==> config.mk <==
export PLATFORM = sky130hd
export DESIGN_NAME = hazard_controller
export DESIGN_NICKNAME = d
export VERILOG_FILES = /design/src/rtl/hazard_controller_pkg.sv /design/src/rtl/hazard_controller_hazard_detect.sv /design/src/rtl/hazard_controller.sv
export SDC_FILE = /design/constraint.sdc
export NUM_CORES = 1
export LEC_CHECK = 0
export BUFFER_PORTS_ARGS = -buffer_cell sky130_fd_sc_hd__buf_2
export CAP_MARGIN = 20
export CORE_UTILIZATION = 45
export CTS_CLUSTER_DIAMETER = 60
export CTS_CLUSTER_SIZE = 10
export DETAILED_ROUTE_END_ITERATION = 16
export GPL_ROUTABILITY_DRIVEN = 0
export PLACE_DENSITY = 0.71
export SETUP_SLACK_MARGIN = 0.05
export SYNTH_ARGS = -nofsm -noshare
export SYNTH_HDL_FRONTEND = slang
export SYNTH_SLANG_ARGS = --single-unit
==> constraint.sdc <==
create_clock -name clk -period 2.4 [get_ports clk]
set_clock_uncertainty 0.1 [all_clocks]
set_input_delay 0.48 -clock clk [delete_from_list [all_inputs] [get_ports clk]]
set_output_delay 0.48 -clock clk [all_outputs]
set_load 0.005 [all_outputs]
==> src/rtl/hazard_controller_pkg.sv <==
// hazard_controller_pkg
//   Shared constants and types for the pipeline hazard controller:
//   register-file address width, FSM state encoding and its width.
package hazard_controller_pkg;

   localparam int unsigned REGISTER_FILE_ADDRESS_LEN = 4;
   localparam int unsigned STATE_W                   = 2;

   // Encoding is visible on the state port and must stay RUN=0, MEM_WAIT=1, ERROR=2.
   typedef enum logic [STATE_W-1:0] {
      StRun     = 2'd0,
      StMemWait = 2'd1,
      StError   = 2'd2
   } state_t;

endpackage

==> src/rtl/hazard_controller_hazard_detect.sv <==
// hazard_controller_hazard_detect
//   Pure combinational data-hazard term for the ID stage.
//   Ports:
//     i_forwarding_enable        forwarding path active (only load-use stalls)
//     i_id_valid                 ID holds a real instruction
//     i_src1, i_src2, i_two_src  ID source registers; src2 counts only if i_two_src
//     i_exe_dest, i_exe_wb_en    EXE destination and write-back enable
//     i_mem_dest, i_mem_wb_en    MEM destination and write-back enable
//     i_exe_mem_read             EXE holds a load
//     o_hazard                   stall required for a hazard forwarding cannot cover
module hazard_controller_hazard_detect #(
   parameter int unsigned REG_ADDR_W = 4
) (
   input  logic                  i_forwarding_enable,
   input  logic                  i_id_valid,
   input  logic [REG_ADDR_W-1:0] i_src1,
   input  logic [REG_ADDR_W-1:0] i_src2,
   input  logic                  i_two_src,
   input  logic [REG_ADDR_W-1:0] i_exe_dest,
   input  logic [REG_ADDR_W-1:0] i_mem_dest,
   input  logic                  i_exe_wb_en,
   input  logic                  i_mem_wb_en,
   input  logic                  i_exe_mem_read,
   output logic                  o_hazard
);

   logic w_raw_exe;
   logic w_raw_mem;

   assign w_raw_exe = i_exe_wb_en &&
                      ((i_exe_dest == i_src1) || (i_two_src && (i_exe_dest == i_src2)));
   assign w_raw_mem = i_mem_wb_en &&
                      ((i_mem_dest == i_src1) || (i_two_src && (i_mem_dest == i_src2)));

   // With forwarding, only a load in EXE cannot be bypassed in time.
   assign o_hazard = i_id_valid &&
                     (i_forwarding_enable ? (i_exe_mem_read && w_raw_exe)
                                          : (w_raw_exe || w_raw_mem));

endmodule

==> src/rtl/hazard_controller.sv <==
// hazard_controller
//   Pipeline sequencing: IF/ID hold, ID/EXE bubble, IF/ID flush on taken
//   branch, and whole-pipeline freeze while the SRAM-backed MEM stage waits,
//   with a timeout that locks into an error state until reset.
//   Ports:
//     clk, rst                        clock, asynchronous active-high reset
//     forwarding_enable .. exe_mem_read   hazard-detection inputs
//     branch_taken                    EXE resolved a taken branch
//     mem_req, sram_ready             MEM access in progress / completes now
//     hazard_freeze, id_bubble, if_flush, pipe_freeze   combinational controls
//     mem_error                       sticky SRAM timeout flag
//     state                           FSM state (RUN=0, MEM_WAIT=1, ERROR=2)
//     stall_cycles                    saturating count of hazard_freeze cycles
module hazard_controller
   import hazard_controller_pkg::*;
#(
   parameter int unsigned REG_ADDR_W   = REGISTER_FILE_ADDRESS_LEN,
   parameter int unsigned COUNT_W      = 16,
   parameter int unsigned SRAM_TIMEOUT = 64
) (
   input  logic                  clk,
   input  logic                  rst,
   input  logic                  forwarding_enable,
   input  logic                  id_valid,
   input  logic [REG_ADDR_W-1:0] src1,
   input  logic [REG_ADDR_W-1:0] src2,
   input  logic                  two_src,
   input  logic [REG_ADDR_W-1:0] exe_dest,
   input  logic [REG_ADDR_W-1:0] mem_dest,
   input  logic                  exe_wb_en,
   input  logic                  mem_wb_en,
   input  logic                  exe_mem_read,
   input  logic                  branch_taken,
   input  logic                  mem_req,
   input  logic                  sram_ready,
   output logic                  hazard_freeze,
   output logic                  id_bubble,
   output logic                  if_flush,
   output logic                  pipe_freeze,
   output logic                  mem_error,
   output logic [STATE_W-1:0]    state,
   output logic [COUNT_W-1:0]    stall_cycles
);

   localparam int unsigned WAIT_W = (SRAM_TIMEOUT > 1) ? $clog2(SRAM_TIMEOUT) : 1;
   localparam logic [WAIT_W-1:0] WAIT_LAST = WAIT_W'(SRAM_TIMEOUT - 1);

   state_t              r_state, w_state_d;
   logic [WAIT_W-1:0]   r_wait, w_wait_d;
   logic                r_mem_error, w_mem_error_d;
   logic [COUNT_W-1:0]  r_stall;
   logic                w_hazard;

   hazard_controller_hazard_detect #(
      .REG_ADDR_W(REG_ADDR_W)
   ) u_hazard_detect (
      .i_forwarding_enable(forwarding_enable),
      .i_id_valid         (id_valid),
      .i_src1             (src1),
      .i_src2             (src2),
      .i_two_src          (two_src),
      .i_exe_dest         (exe_dest),
      .i_mem_dest         (mem_dest),
      .i_exe_wb_en        (exe_wb_en),
      .i_mem_wb_en        (mem_wb_en),
      .i_exe_mem_read     (exe_mem_read),
      .o_hazard           (w_hazard)
   );

   always_ff @(posedge clk or posedge rst) begin
      if (rst) begin
         r_state     <= StRun;
         r_wait      <= '0;
         r_mem_error <= 1'b0;
         r_stall     <= '0;
      end else begin
         r_state     <= w_state_d;
         r_wait      <= w_wait_d;
         r_mem_error <= w_mem_error_d;
         if (hazard_freeze && (r_stall != '1)) begin
            r_stall <= r_stall + COUNT_W'(1);
         end
      end
   end

   always_comb begin
      w_state_d     = r_state;
      w_wait_d      = r_wait;
      w_mem_error_d = r_mem_error;
      case (r_state)
         StRun: begin
            if (mem_req && !sram_ready) begin
               w_state_d = StMemWait;
               w_wait_d  = '0;
            end
         end
         StMemWait: begin
            if (sram_ready) begin
               w_state_d = StRun;
            end else if (r_wait == WAIT_LAST) begin
               w_state_d     = StError;
               w_mem_error_d = 1'b1;
            end else begin
               w_wait_d = r_wait + WAIT_W'(1);
            end
         end
         StError: begin
            w_state_d = StError;
         end
         default: begin
            w_state_d = StRun;
         end
      endcase
   end

   // Priority: memory freeze, then taken branch, then data hazard.
   always_comb begin
      hazard_freeze = 1'b0;
      id_bubble     = 1'b0;
      if_flush      = 1'b0;
      // The MEM_WAIT cycle that sees sram_ready lets the pipeline move.
      pipe_freeze   = ((mem_req && !sram_ready) || (r_state != StRun)) &&
                      !((r_state == StMemWait) && sram_ready);
      if (pipe_freeze) begin
         hazard_freeze = 1'b1;
      end else if (branch_taken) begin
         if_flush  = 1'b1;
         id_bubble = 1'b1;
      end else begin
         hazard_freeze = w_hazard;
         id_bubble     = w_hazard;
      end
   end

   assign state        = r_state;
   assign mem_error    = r_mem_error;
   assign stall_cycles = r_stall;

endmodule

== Word level (Yosys, flattened, before mapping) ==
Cells that the tools add are included.
Storage, ports and cells
  register bits: 25
  input port bits: 27
  output and inout port bits: 23
Cells by class
  reductions and logical operators: 22
  mux-type cells: 15
  equality and inequality tests: 12
  add/sub/neg operators: 2
  bitwise operators: 1
Operators with widths (number)
  two-way mux 6 bit: 3
  adder 16 x 1 -> 16 bit, second input constant: 1
  equality test 4 bit: 4
  != test 16 bit, second input constant: 1
  case mux 6 bit (2 select lines): 1
  logical AND 1 bit: 10
  two-way mux 1 bit: 7
  adder 6 x 1 -> 6 bit, second input constant: 1
  equality test 6 bit, second input constant: 1
  two-way mux 2 bit: 3
  != test 2 bit, second input constant: 3
  case mux 2 bit (3 select lines): 1
  logical OR 1 bit: 4
  AND reduction 4 bit: 1
  nonzero test 2 bit: 2
  != test 3 bit, second input constant: 1
  AND reduction 3 bit: 1
  equality test 2 x 1 -> 1 bit, second input constant: 1
  equality test 2 bit, second input constant: 1
  zero test 1 bit: 2
  zero test 2 bit: 1
  AND reduction 2 bit: 1
  inverter 1 bit: 1

== Depth between registers and ports, before layout ==
Gate-level depths: netlist (run 1).
  depth after elaboration: 10
  depth in mapped cells: 8
  depth with buffers taken out: 7

== Hierarchy ==
A second synthesis (run 1) with hierarchy kept.
Second synthesis, totals
  cells, all modules: 158
  area, all modules: 1503.9 um^2
Modules (own cells, without submodules)
  hazard_controller: area each 1306.3 um^2, instances 1, cells an instance 132, sequential area each 625.6 um^2
  hazard_controller_hazard_detect: area each 197.7 um^2, instances 1, cells an instance 26, sequential area each 0.0 um^2

== Worst setup path before layout (run 1) ==
Ideal clock, no wire load.
  kind: input to register
  start point: input src2[3]
  end point: register r_stall[1], in the netlist stall_cycles[1]
  buffers on the path: 1
  slack: 362 ps
  stages: 7
  data arrival time: 1813 ps
  setup time: 125 ps
  cell sequence: xnor2_1 > nand3_1 > o32ai_2 > o211ai_2 > a21o_4 > buf_12 > mux2_4
Between the ends
  longest elaborated chain between the ends: 10
RTL lines
  start: declaration: RTL line hazard_controller.sv:26  | input logic [REG_ADDR_W-1:0] src2,
  equality test 4 bit (on tied branches): RTL line hazard_controller_hazard_detect.sv:31, hazard_controller_hazard_detect.sv:33
  logical AND 1 bit (on tied branches): RTL line hazard_controller_hazard_detect.sv:31, hazard_controller_hazard_detect.sv:33
  logical OR 1 bit (on tied branches): RTL line hazard_controller_hazard_detect.sv:31, hazard_controller_hazard_detect.sv:33
  logical AND 1 bit (on tied branches): RTL line hazard_controller_hazard_detect.sv:30, hazard_controller_hazard_detect.sv:32
  logical OR 1 bit / logical AND 1 bit (equally long branches): RTL line hazard_controller_hazard_detect.sv:38, hazard_controller_hazard_detect.sv:37
  two-way mux 1 bit (*): RTL line hazard_controller_hazard_detect.sv:37  | (i_forwarding_enable ? (i_exe_mem_read && w_raw_exe)
  logical AND 1 bit (*): RTL line hazard_controller_hazard_detect.sv:36  | assign o_hazard = i_id_valid &&
  two-way mux 1 bit (*): RTL line hazard_controller.sv:126  | end else if (branch_taken) begin
  two-way mux 1 bit (*): RTL line hazard_controller.sv:124  | if (pipe_freeze) begin
  logical AND 1 bit (*): RTL line hazard_controller.sv:80  | if (hazard_freeze && (r_stall != '1)) begin
  end signal: assignment: RTL line hazard_controller.sv:81  | r_stall <= r_stall + COUNT_W'(1);
  end: declaration: RTL line hazard_controller.sv:51  | logic [COUNT_W-1:0] r_stall;
Mark *: on every way between the ends. The rest lies on a longest branch, timed or not.
A chain may end at the register's enable or synchronous reset.

== Final worst setup path (run 1) ==
  start point: input src2[0]
  end point: output id_bubble
Between the ends
  longest elaborated chain between the ends: 9
RTL lines
  equality test 4 bit (on tied branches): RTL line hazard_controller_hazard_detect.sv:31, hazard_controller_hazard_detect.sv:33
  logical AND 1 bit (on tied branches): RTL line hazard_controller_hazard_detect.sv:31, hazard_controller_hazard_detect.sv:33
  logical OR 1 bit (on tied branches): RTL line hazard_controller_hazard_detect.sv:31, hazard_controller_hazard_detect.sv:33
  logical AND 1 bit (on tied branches): RTL line hazard_controller_hazard_detect.sv:30, hazard_controller_hazard_detect.sv:32
  logical OR 1 bit / logical AND 1 bit (equally long branches): RTL line hazard_controller_hazard_detect.sv:38, hazard_controller_hazard_detect.sv:37
  two-way mux 1 bit (*): RTL line hazard_controller_hazard_detect.sv:37
  logical AND 1 bit (*): RTL line hazard_controller_hazard_detect.sv:36
  two-way mux 1 bit (*): RTL line hazard_controller.sv:126
  two-way mux 1 bit (*): RTL line hazard_controller.sv:124
  end: declaration: RTL line hazard_controller.sv:37  | output logic id_bubble,
Marked as above.

==> flow_summary.json, run 1 <==
{
  "avgSynthCellArea_um2": 9.70,
  "path_clk_slew_ps": 130,
  "wire_per_inst_um": 11.9,
  "overflow": 0,
  "cts_buffer_depth": 2,
  "yosysMostFrequentCell": "dfrtp_1",
  "clkLatencyLatePin_ps": 300,
  "cp.required_ps": 1820,
  "end_kind": "primary output",
  "post_cts_resized": 0,
  "boundaryPins": 50,
  "postPlaceCellArea_mm2": 0.00177,
  "crit_arrival_ps": 1590,
  "start_util_pct": 48.1,
  "grt_max_degree": 26,
  "wirelength_um": 2950,
  "drc": 0,
  "cts_htree_levels": 1,
  "timing.final.crit_share_pct": 90.3,
  "worst_path_most_repeated_cell": "buf_2",
  "row_count": 20,
  "core_mm2": 0.00310,
  "synth_area_mm2": 0.00149,
  "hp-class": "in -> async",
  "rrSetupSlack_ps": 350,
  "insertedDiodeCount": 0,
  "max-cap-violations": 0,
  "slew_viol_final": 0,
  "critPathKind": "in -> out",
  "synthToLayoutAreaGrowth_pct": 20.5,
  "fillers": 292,
  "top_layer": "met4",
  "tightest_slew_ps": 646,
  "irDropWorstVdd_v": 0.000566,
  "total_leakage_power_nw": 0.881,
  "cp_max_fo": 2,
  "worst_setup_path_start_kind": "input pin",
  "rr_worst_depth": 7,
  "io_buffer_count": 49,
  "met3_length_um": 173,
  "synth-seq-cells": 25,
  "final_util_pct": 58.0,
  "via_per_inst": 5.04,
  "drtIter0Drc": 45,
  "synth_top_area_share_pct": 41.9,
  "cts_hold_buf": 0,
  "clock-sinks": 25,
  "synth-edff-count": 0,
  "clock.fmax_mhz": 461,
  "final-setup-viol-count": 0,
  "cts-root-buf": "clkbuf_4",
  "yosys.area.top_type": "dfrtp_1",
  "period_needed_ps": 2170,
  "synthFlopType": "dfrtp_1",
  "grt.total_usage_pct": 17.6,
  "final_net_count": 235,
  "cts_tree": "done",
  "synth_cells": 154,
  "async_flop_share_pct": 100,
  "slew_headroom_pct": 56.3,
  "synth_area_leaders": "dfrtp_1 42%, xnor2_1 11%, xor2_1 8.8%",
  "cts_setup_buffers": 0,
  "cts-buffers-inserted": 3,
  "vias": 1256,
  "grt_pass1_wl_um": 4770,
  "finalSetupTns_ps": 0,
  "wl_met1_um": 1340,
  "critical_path.cell_chain": "buf_2 > xnor2_1 > nand3_1 > o32ai_2 > o21ai_0 > a21oi_1 > buf_2",
  "synth_common_cells": "25 x dfrtp_1, 18 x xnor2_1, 15 x xor2_1",
  "fin_area_mm2": 0.00180,
  "hold_violations": 0,
  "hold_ws_ps": 88.5,
  "yosysWarnings": 0,
  "slowest_stage": "o32ai_2",
  "slowest_delay_ps": 310,
  "wl_met2_um": 1420,
  "reg2reg_to": "r_wait[5]",
  "rsz0062_at_grt": "no",
  "crit_family": "compound AO/OA/AOI/OAI gates",
  "worst-path-buf-inv": 2,
  "ys_seq_area_share_pct": 41.9,
  "syn_nets": 183,
  "dp_hpwl_um": 2330,
  "drt_pass1_iterations": 4,
  "ant_nets": 0,
  "antenna_found_initial": 0,
  "r2r-start": "r_wait[0]",
  "layout-drive-gt1-share_pct": 33.2,
  "fp.dieW_um": 59.6,
  "dieArea_mm2": 0.00355,
  "power_density_mw_per_mm2": 649,
  "status": "completed",
  "ys_types": 31,
  "die_h_um": 59.6,
  "grt_pass1_vias": 1155
}
==> worst max-delay path by stage <==
stage                   from                to  slack (ps)  cells past startpoint
detailed placement   src2[0]   stall_cycles[7]         160                      8
floorplan            src2[3]   stall_cycles[1]         360                      7
global placement     src2[3]  stall_cycles[11]         210                      8
CTS                  src2[0]         id_bubble         220                      7
global route        state[0]         id_bubble          90                      6
finish               src2[0]         id_bubble         230                      7
==> cells in the final DEF, fill, tap and decap left out, types with 5 or more instances in the layout <==
| cell type | synthesis | layout |
|---|---|---|
| nor3_1 | 6 | 6 |
| xnor2_1 | 18 | 18 |
| nor2_2 | 8 | 8 |
| dfrtp_1 | 25 | 25 |
| inv_1 | 8 | 8 |
| buf_2 | 1 | 49 |
| nand2_1 | 12 | 12 |
| nor2_1 | 11 | 11 |
| o21ai_0 | 5 | 5 |
| nand3_1 | 13 | 13 |
| xor2_1 | 15 | 15 |
==> worst reg2reg max path: cells and delay by family, from the launching register on <==
kind	cells	cell delay (ps)
adders and majority gates	1	250
and+or+nand+nor	4	770
AOI/OAI and AO/OA	2	420
DFF	1	440
==> state kept, by name, indices dropped and copies added, names as in the netlist <==
register,count
stall_cycles,16
r_wait,6
state,2
mem_error,1
==> final cells by class <==
class / count / area [um2] / share of cell area [%]
Multi-Input combinational cell: 118 / 810 / 45.0
Sequential cell: 25 / 626 / 34.7
Timing Repair Buffer: 50 / 253 / 14.0
Tap cell: 44 / 55.1 / 3.06
Inverter: 8 / 30.0 / 1.67
Clock buffer: 3 / 22.5 / 1.25
Clock inverter: 1 / 5.00 / 0.278
==> metal layers <==
layer	track usage (%)	up-vias
met4	4.98	0
met2	32.3	42
met1	21.5	583
li1	-	629
met3	2.40	2
met5	0	-
==> metrics by stage <==
stage	setup slack, ps	instances	power, mW
after global routing	92.7	249	1.26
after detailed placement	162	245	1.00
after CTS	224	249	1.18
final	232	249	1.17
after global placement	207	245	0.982
after floorplan	362	154	0.841
==> power breakdown <==
group / total (mW) / switching (mW) / internal (mW)
Combinational: 0.366 / 0.174 / 0.192
Sequential: 0.622 / 0.112 / 0.510
Clock: 0.180 / 0.118 / 0.0621
==> cells by family (layout without fill, tap and decap cells) <==
group	count (synthesis)	in the layout	share of synthesized area, %
buffers and inverters	11	62	3.94
AND/OR/NAND/NOR	63	63	22.1
flip-flops	25	25	41.9
adder cells (fa/ha/maj)	2	2	1.67
multiplexers	2	2	1.76
XOR/XNOR	33	33	19.3
AO/OA/AOI/OAI	18	18	9.30
Note: power is estimated with default switching activity, not from simulation.
==> inputs of run 2 (changes only) <==
--- a/config.mk
+++ b/config.mk
@@ -12,6 +12,7 @@
 export CTS_CLUSTER_SIZE = 10
 export DETAILED_ROUTE_END_ITERATION = 16
 export GPL_ROUTABILITY_DRIVEN = 0
+export GPL_TIMING_DRIVEN = 0
 export PLACE_DENSITY = 0.71
 export SETUP_SLACK_MARGIN = 0.05
 export SYNTH_ARGS = -nofsm -noshare
==> flow_summary.json, run 2 (synthesis results as in run 1) <==
{
  "status": "completed",
  "dp_hpwl_um": 2420,
  "wire_per_inst_um": 12.6,
  "power_density_mw_per_mm2": 653,
  "r2r-start": "r_wait[0]",
  "end_kind": "primary output",
  "cts_htree_levels": 1,
  "via_per_inst": 5.11,
  "endpoint": "hazard_freeze",
  "rr_worst_depth": 7,
  "drtIter0Drc": 36,
  "boundaryPins": 50,
  "io_buffer_count": 49,
  "hold_ws_ps": 233,
  "cts_setup_buffers": 0,
  "core_mm2": 0.00310,
  "postPlaceCellArea_mm2": 0.00179,
  "cts-buffers-inserted": 3,
  "timing.final.crit_share_pct": 91.7,
  "critPathKind": "in -> out",
  "power_mw": 1.19,
  "start_util_pct": 48.1,
  "setup.worst_path.start": "src2[0]",
  "crit_arrival_ps": 1620,
  "grt_pass1_vias": 1199,
  "cts_tree": "done",
  "finalSetupTns_ps": 0,
  "ant_nets": 0,
  "antenna_found_initial": 0,
  "final-setup-viol-count": 0,
  "die_h_um": 59.6,
  "worst_setup_path_start_kind": "input pin",
  "clock-sinks": 25,
  "layout-drive-gt1-share_pct": 33.8,
  "final_util_pct": 58.9,
  "reg2reg_to": "r_wait[5]",
  "cp.required_ps": 1820,
  "grt_max_degree": 26,
  "clkLatencyLatePin_ps": 320,
  "synthToLayoutAreaGrowth_pct": 22.3,
  "slew_headroom_pct": 37.6,
  "drc": 0,
  "rsz0062_at_grt": "no",
  "vias": 1283,
  "dieArea_mm2": 0.00355,
  "grt.total_usage_pct": 19.4,
  "largest_register_ffs": 16,
  "max-cap-violations": 0,
  "rrSetupSlack_ps": 340,
  "row_count": 20,
  "final_net_count": 237,
  "final_common_cell": "buf_2",
  "period_needed_ps": 2200,
  "insertedDiodeCount": 0,
  "hold_violations": 0,
  "cp_max_fo": 3,
  "fin_area_mm2": 0.00183,
  "cts-root-buf": "clkbuf_4",
  "wirelength_um": 3160,
  "cts_buffer_depth": 2,
  "hp-class": "in -> async",
  "tightest_slew_ps": 935,
  "total_leakage_power_nw": 0.888,
  "slew_viol_final": 0,
  "fp.dieW_um": 59.6,
  "grt_pass1_wl_um": 5090,
  "path_clk_slew_ps": 140,
  "clock.fmax_mhz": 454,
  "overflow": 0,
  "cts_hold_buf": 0,
  "drt_pass1_iterations": 4,
  "layout_common_cells": "50 x buf_2, 25 x dfrtp_1, 18 x xnor2_1, 15 x xor2_1, 13 x nand3_1",
  "irDropWorstVdd_v": 0.000437
}
run 2: how the worst min path moves through the flow:
stage,to,slack (ps),depth (start not counted)
2_1_floorplan,mem_error,360,1
3_3_place_gp,mem_error,360,1
4_1_cts,r_wait[4],270,2
5_1_grt,r_wait[4],310,2
6_report,r_wait[4],230,2
3_5_place_dp,stall_cycles[7],380,1
run 2: metrics by stage:
step | setup slack [ps] | cells
after floorplan | 362 | 154
after global placement | 115 | 247
after detailed placement | 56.1 | 247
after CTS | 170 | 251
after global routing | 94.4 | 251
final | 199 | 251
run 2: routing by layer:
layer / GRT usage (%) / vias to the layer above / part of all wire, %
li1: - / 632 / -
met1: 23.3 / 601 / 44
met2: 34.2 / 45 / 49
met3: 2.62 / 5 / 5.8
met4: 8.97 / 0 / 1.7
met5: 0 / - / 0
run 2: what timing repair did:
action,4_1_cts,5_1_grt
hold endpoints to repair,0,0
resized for setup,0,1
endpoints found under the setup margin,0,1
run 2: final cells by class:
type                    count  area (um2)
well taps                  44        55.1
plain buffers               3        28.8
flip-flops and latches     25         626
clock inverters             1        7.51
clock buffers               3        22.5
fillers                   309        1280
inverters                   8        30.0
repair buffers             49         245
multi-input cells         118         812
run 2: worst max-delay path, cell delays in order:
cell,delay [ps]
buf_2,120
xnor2_1,180
nand3_1,120
o32ai_2,330
o211ai_2,150
nand2_1,120
buf_2,130
run 2: where the power goes:
| group | switching [mW] | internal (mW) | total, mW |
|---|---|---|---|
| Combinational | 0.195 | 0.200 | 0.394 |
| Clock | 0.132 | 0.0638 | 0.195 |
| Sequential | 0.0931 | 0.510 | 0.603 |
| Total | 0.419 | 0.774 | 1.19 |
